### config.mk
export PLATFORM = sky130hd
export DESIGN_NAME = jk_cmd_sequencer
export DESIGN_NICKNAME = d
export VERILOG_FILES = /design/src/rtl/jk_cmd_sequencer.sv
export SDC_FILE = /design/constraint.sdc
export NUM_CORES = 1
export LEC_CHECK = 0
export CORE_MARGIN = 2
export CORE_UTILIZATION = 33
export DETAILED_ROUTE_END_ITERATION = 6
export DONT_BUFFER_PORTS = 1
export PLACE_DENSITY = 0.52
export SETUP_SLACK_MARGIN = 0.3
export SLEW_MARGIN = 25
export SYNTH_ARGS = -nofsm -noshare
export SYNTH_HDL_FRONTEND = slang
export SYNTH_SLANG_ARGS = --single-unit
### constraint.sdc
create_clock -name clk -period 2.4 [get_ports clk]
set_clock_uncertainty 0.05 [all_clocks]
set_input_delay 0.48 -clock clk [delete_from_list [all_inputs] [get_ports clk]]
set_output_delay 0.48 -clock clk [all_outputs]
set_load 0.005 [all_outputs]
### src/rtl/jk_cmd_sequencer.sv
// -----------------------------------------------------------------------------
// jk_cmd_sequencer
//
// Upstream driver for a JK flip-flop (ffJK). Commands (HOLD/RESET/SET/TOGGLE)
// are accepted over a valid/ready handshake into a small FIFO, then issued one
// at a time. Each command drives j/k for exactly one clock edge, and on the
// following cycle the flip-flop's Q is compared against an internal model.
// Mismatches set a sticky flag and bump a saturating counter. The model is
// resynchronised to the observed Q after a mismatch so that a single fault
// is counted once.
//
// Parameters
//   DEPTH  command FIFO entries (power of two, >= 2)
//   CNT_W  width of the saturating mismatch counter
//
// Ports
//   clk         clock, all state updates on the rising edge
//   reset       synchronous, active-high
//   cmd_valid   command offered by the source
//   cmd_ready   FIFO can accept (not full, from the registered level)
//   cmd_op      00 HOLD, 01 RESET (j0k1), 10 SET (j1k0), 11 TOGGLE (j1k1)
//   q_fb        Q returned from ffJK
//   err_clear   clears err_sticky / err_count
//   j, k        registered drive to ffJK
//   expected_q  model of ffJK Q
//   busy        sequencer active or commands pending
//   err_sticky  set on any mismatch
//   err_count   saturating mismatch count
//   fifo_level  number of queued commands
// -----------------------------------------------------------------------------
module jk_cmd_sequencer #(
   parameter int DEPTH = 4,
   parameter int CNT_W = 8
) (
   input  logic                       clk,
   input  logic                       reset,
   input  logic                       cmd_valid,
   output logic                       cmd_ready,
   input  logic [1:0]                 cmd_op,
   input  logic                       q_fb,
   input  logic                       err_clear,
   output logic                       j,
   output logic                       k,
   output logic                       expected_q,
   output logic                       busy,
   output logic                       err_sticky,
   output logic [CNT_W-1:0]           err_count,
   output logic [$clog2(DEPTH):0]     fifo_level
);

   localparam int AW = $clog2(DEPTH);
   localparam int LW = AW + 1;

   localparam logic [1:0] OP_HOLD   = 2'b00;
   localparam logic [1:0] OP_RESET  = 2'b01;
   localparam logic [1:0] OP_SET    = 2'b10;
   localparam logic [1:0] OP_TOGGLE = 2'b11;

   typedef enum logic [1:0] {
      IDLE  = 2'd0,
      ISSUE = 2'd1,
      CHECK = 2'd2
   } state_t;

   state_t           state;
   logic [1:0]       mem [DEPTH];
   logic [AW-1:0]    wr_ptr;
   logic [AW-1:0]    rd_ptr;
   logic [LW-1:0]    level;
   logic [1:0]       cur_op;
   logic [1:0]       head_op;
   logic             push;
   logic             pop;
   logic             mismatch;

   assign cmd_ready  = (level != LW'(DEPTH));
   assign push       = cmd_valid && cmd_ready;
   assign head_op    = mem[rd_ptr];
   // A new command is taken from the FIFO either from IDLE or straight out
   // of CHECK, which gives back-to-back issue at one command per two cycles.
   assign pop        = ((state == IDLE) || (state == CHECK)) && (level != '0);
   assign mismatch   = (state == CHECK) && (q_fb != expected_q);
   assign busy       = (state != IDLE) || (level != '0);
   assign fifo_level = level;

   // Storage needs no reset: entries are only read when level says they
   // were written since the last reset.
   always_ff @(posedge clk) begin
      if (push) begin
         mem[wr_ptr] <= cmd_op;
      end
   end

   always_ff @(posedge clk) begin
      if (reset) begin
         wr_ptr     <= '0;
         rd_ptr     <= '0;
         level      <= '0;
         state      <= IDLE;
         cur_op     <= OP_HOLD;
         j          <= 1'b0;
         k          <= 1'b0;
         expected_q <= 1'b0;
         err_sticky <= 1'b0;
         err_count  <= '0;
      end else begin
         // FIFO pointers and level; pointers wrap naturally (DEPTH is 2^AW)
         if (push) begin
            wr_ptr <= wr_ptr + AW'(1);
         end
         if (pop) begin
            rd_ptr <= rd_ptr + AW'(1);
         end
         case ({push, pop})
            2'b10:   level <= level + LW'(1);
            2'b01:   level <= level - LW'(1);
            default: level <= level;
         endcase

         // Sequencer
         case (state)
            IDLE: begin
               // Follow Q while idle so asynchronous preset/clear of the
               // flip-flop is absorbed without flagging an error.
               expected_q <= q_fb;
               if (pop) begin
                  j      <= head_op[1];
                  k      <= head_op[0];
                  cur_op <= head_op;
                  state  <= ISSUE;
               end else begin
                  j <= 1'b0;
                  k <= 1'b0;
               end
            end

            ISSUE: begin
               // ffJK samples j/k at the end of this cycle
               case (cur_op)
                  OP_RESET:  expected_q <= 1'b0;
                  OP_SET:    expected_q <= 1'b1;
                  OP_TOGGLE: expected_q <= ~expected_q;
                  default:   expected_q <= expected_q;
               endcase
               j     <= 1'b0;
               k     <= 1'b0;
               state <= CHECK;
            end

            CHECK: begin
               if (mismatch) begin
                  expected_q <= q_fb;
               end
               if (pop) begin
                  j      <= head_op[1];
                  k      <= head_op[0];
                  cur_op <= head_op;
                  state  <= ISSUE;
               end else begin
                  j     <= 1'b0;
                  k     <= 1'b0;
                  state <= IDLE;
               end
            end

            default: begin
               j     <= 1'b0;
               k     <= 1'b0;
               state <= IDLE;
            end
         endcase

         // Error tracking: a mismatch wins over a coincident clear, and
         // then counts as the first error after the clear.
         if (mismatch) begin
            err_sticky <= 1'b1;
            if (err_clear) begin
               err_count <= CNT_W'(1);
            end else if (err_count != '1) begin
               err_count <= err_count + CNT_W'(1);
            end
         end else if (err_clear) begin
            err_sticky <= 1'b0;
            err_count  <= '0;
         end
      end
   end

endmodule

==> impl_results.md <==
* Status: finished, final reports clean
* Post-route minimum period at 2220 ps
* First-pass GRT wire length at 4510 um
* Nets at 165
* Mapped Nets at 158
* Cell area after synthesis at 1460 um^2
* Actual slew at the worst max-slew pin at 403 ps
* Pin count of the biggest net entering global routing at 18
* Antenna Cells at 0
* Grt ovf at 0
* Core ar. at 4320 um^2
* CP max FO at 6
* CP Capture Type: register
* Std-Cell Rows at 24
* Routed len/inst at 13.0 um
* R2R Setup Slk at 180 ps
* Setup Crit Path Kind: register to register
* Clock latency at the later pin of the worst-skew pair at 270 ps
* Finish-stage setup viols at 0
* Crit-path max cell delay at 420 ps
* Placed insts at 194
* Syn Inst Count at 144
* Vias in the first global route at 1022
* Hold Path Class: input port to register
* Root Driver: clkbuf_8
* Gp weighted congestion at 0.736
* H-tree lvl count at 2
* Synth-to-Final Area Change at 13.0%
* Post-DP HPWL at 2000 um
* Critical-path cell list: or3b_4 > and2_4 > inv_4 > ha_4 > inv_2 > fa_2 > xor2_1 > or3_1 > a21oi_1
* Ys Warns at 0
* CTS tree: done
* Antenna violations before repair at 0
* Die Span X at 70.6 um
* Fin cells at 204
* Leading area contributor after synthesis: dfxtp_1
* Crit share post-route at 92.7%
* Final hold violation count at 0
* Mean post-synth cell area at 10.2 um^2
* CP top delay family: simple AND/OR/NAND/NOR gates
* Via density at 5.09
* Element type at the critical path start: register
* Pre-antenna DRT Iters at 4
* Clock sinks at 33
* Yosys cell types at 35
* Share of cells above drive strength 1 at 18.4%
* Final Core Density at 38.2%
* Final max-slew violation count at 0
* Seq/Total Area, Yosys at 50.6%
* Total negative slack at 0 ps
* Peak VDD IR at 385 uV
* I/O Buffers at 0
* Residual DRC count at 0
* DR iter-0 viols at 22
* Gr usage total at 11.5%
* Crit-path slowest cell: or3b_4
* Placed Area at 1550 um^2
* Synth area leaders: dfxtp_1 (34%), edfxtp_1 (16%), ha_1 (5.1%)
* PD cells at 994 nW/um^2
* DRT Wirelength at 2660 um
* Fmax at 450 MHz
* Final ANT Viol Nets at 0
* Top-area cell type share of the netlist area at 34.2%
* Chip height at 70.6 um
* Crit path buf inv count at 2
* # IOs at 24
* Crit path arrival time at 2370 ps
* Inserted Clock Buffers at 5
* Number of synthesized register bits at 33
* Initial Utilization at 33.8%
* Leakage power at 0.586 nW
* Crit path required time at 2540 ps
* Post-route design area at 1650 um^2
* Slew margin rel. at 73.0%
* # Max-Cap Violations at 0
* Die area at 4980 um^2
* Routed via count at 1039
* Clock slew at reported path FFs at 60 ps
* Clk buf depth at 2
* RSZ-0062 raised after global routing: true
-- cell type report --
cell class                      instances  area, um^2
Sequential cell                        33         747
Tap cell                               52        65.1
Fill cell                             450        2670
Clock buffer                            5        68.8
Multi-Input combinational cell         99         697
Clock inverter                          3        12.5
Inverter                                8        32.5
Timing Repair Buffer                    4        30.0
-- power by group --
part	leakage (nW)	switching, W	total (W)	internal, W
clock network	0.0430	0.000187	0.000381	0.000195
registers	0.279	0.0000909	0.000771	0.000680
logic	0.264	0.000251	0.000491	0.000240
total	0.586	0.000528	0.00164	0.00112
-- metal layers --
metal / vias to the layer above / share of wire, % / global-route usage (%)
met5: - / 0 / 0
met4: 0 / 0.45 / 3.98
met3: 2 / 6.1 / 5.41
met2: 24 / 49 / 19.1
met1: 486 / 45 / 13.0
li1: 527 / - / -
-- synthesized netlist by cell type (all sizes together) --
cell	instances
o32ai	1
or4	1
nor3b	2
or3b	2
and2	3
o211ai	1
mux2i	1
xnor2	4
and4	1
and2b	1
nor2b	1
inv	8
or3	4
or2	1
nand4	1
ha	6
nand2b	2
a211oi	6
edfxtp	8
clkbuf	4
and3	6
fa	1
nor2	14
o31ai	1
nand3	3
dfxtp	25
nand2	7
a21oi	12
nor3	4
xor2	3
o21ai	7
a41oi	1
mux4	2
-- per-stage QoR --
step,hold slack (ps),power (W),worst slack [ps]
after floorplan,414,0.00114,283
after global placement,428,0.00125,229
after detailed placement,432,0.00126,190
after CTS,202,0.00165,162
after global routing,196,0.00177,81.2
final,211,0.00164,176
-- placed cells by master (no fill, tap or decap), drive strengths merged, types with 3 or more instances in the layout --
master / netlist / final
a211oi: 6 / 6
a21oi: 12 / 12
and2: 3 / 3
and3: 6 / 6
buf: 0 / 4
clkbuf: 4 / 5
clkinv: 0 / 3
dfxtp: 25 / 25
edfxtp: 8 / 8
ha: 6 / 6
inv: 8 / 8
nand2: 7 / 7
nand3: 3 / 3
nor2: 14 / 14
nor3: 4 / 4
o21ai: 7 / 7
or3: 4 / 4
xnor2: 4 / 4
xor2: 3 / 3
-- repair_timing --
action,4_1_cts,5_1_grt
gates resized for setup,0,2
endpoints found under the setup margin,1,2
hold buffers,0,0
pin swaps,0,1
cloned,0,0
buffers inserted,0,2
-- sequential cells by signal, indices dropped and copies added (netlist names), 2 cells and up, named ones only --
| register | count |
|---|---|
| mem | 8 |
| wr_ptr | 2 |
| rd_ptr | 2 |
| fifo_level | 3 |
| err_count | 8 |
| cur_op | 2 |
| state | 2 |
-- cell families after synthesis --
| family | after synthesis | synth area share, % |
|---|---|---|
| fa+ha+maj | 7 | 6.50 |
| mux | 3 | 3.76 |
| buf+inv | 12 | 3.08 |
| flops | 33 | 50.6 |
| simple gates | 53 | 19.7 |
| xor+xnor | 7 | 4.19 |
| compound gates | 29 | 12.1 |
-- worst paths after layout --
path / start / endpoint / cells past startpoint
max: fifo_level[2] / fifo_level[2] / 9
min reg2reg: cur_op[1] / cur_op[1] / 2
max reg2reg: fifo_level[2] / fifo_level[2] / 9
min: reset / fifo_level[1] / 1
Note: power is estimated with default switching activity, not from simulation.
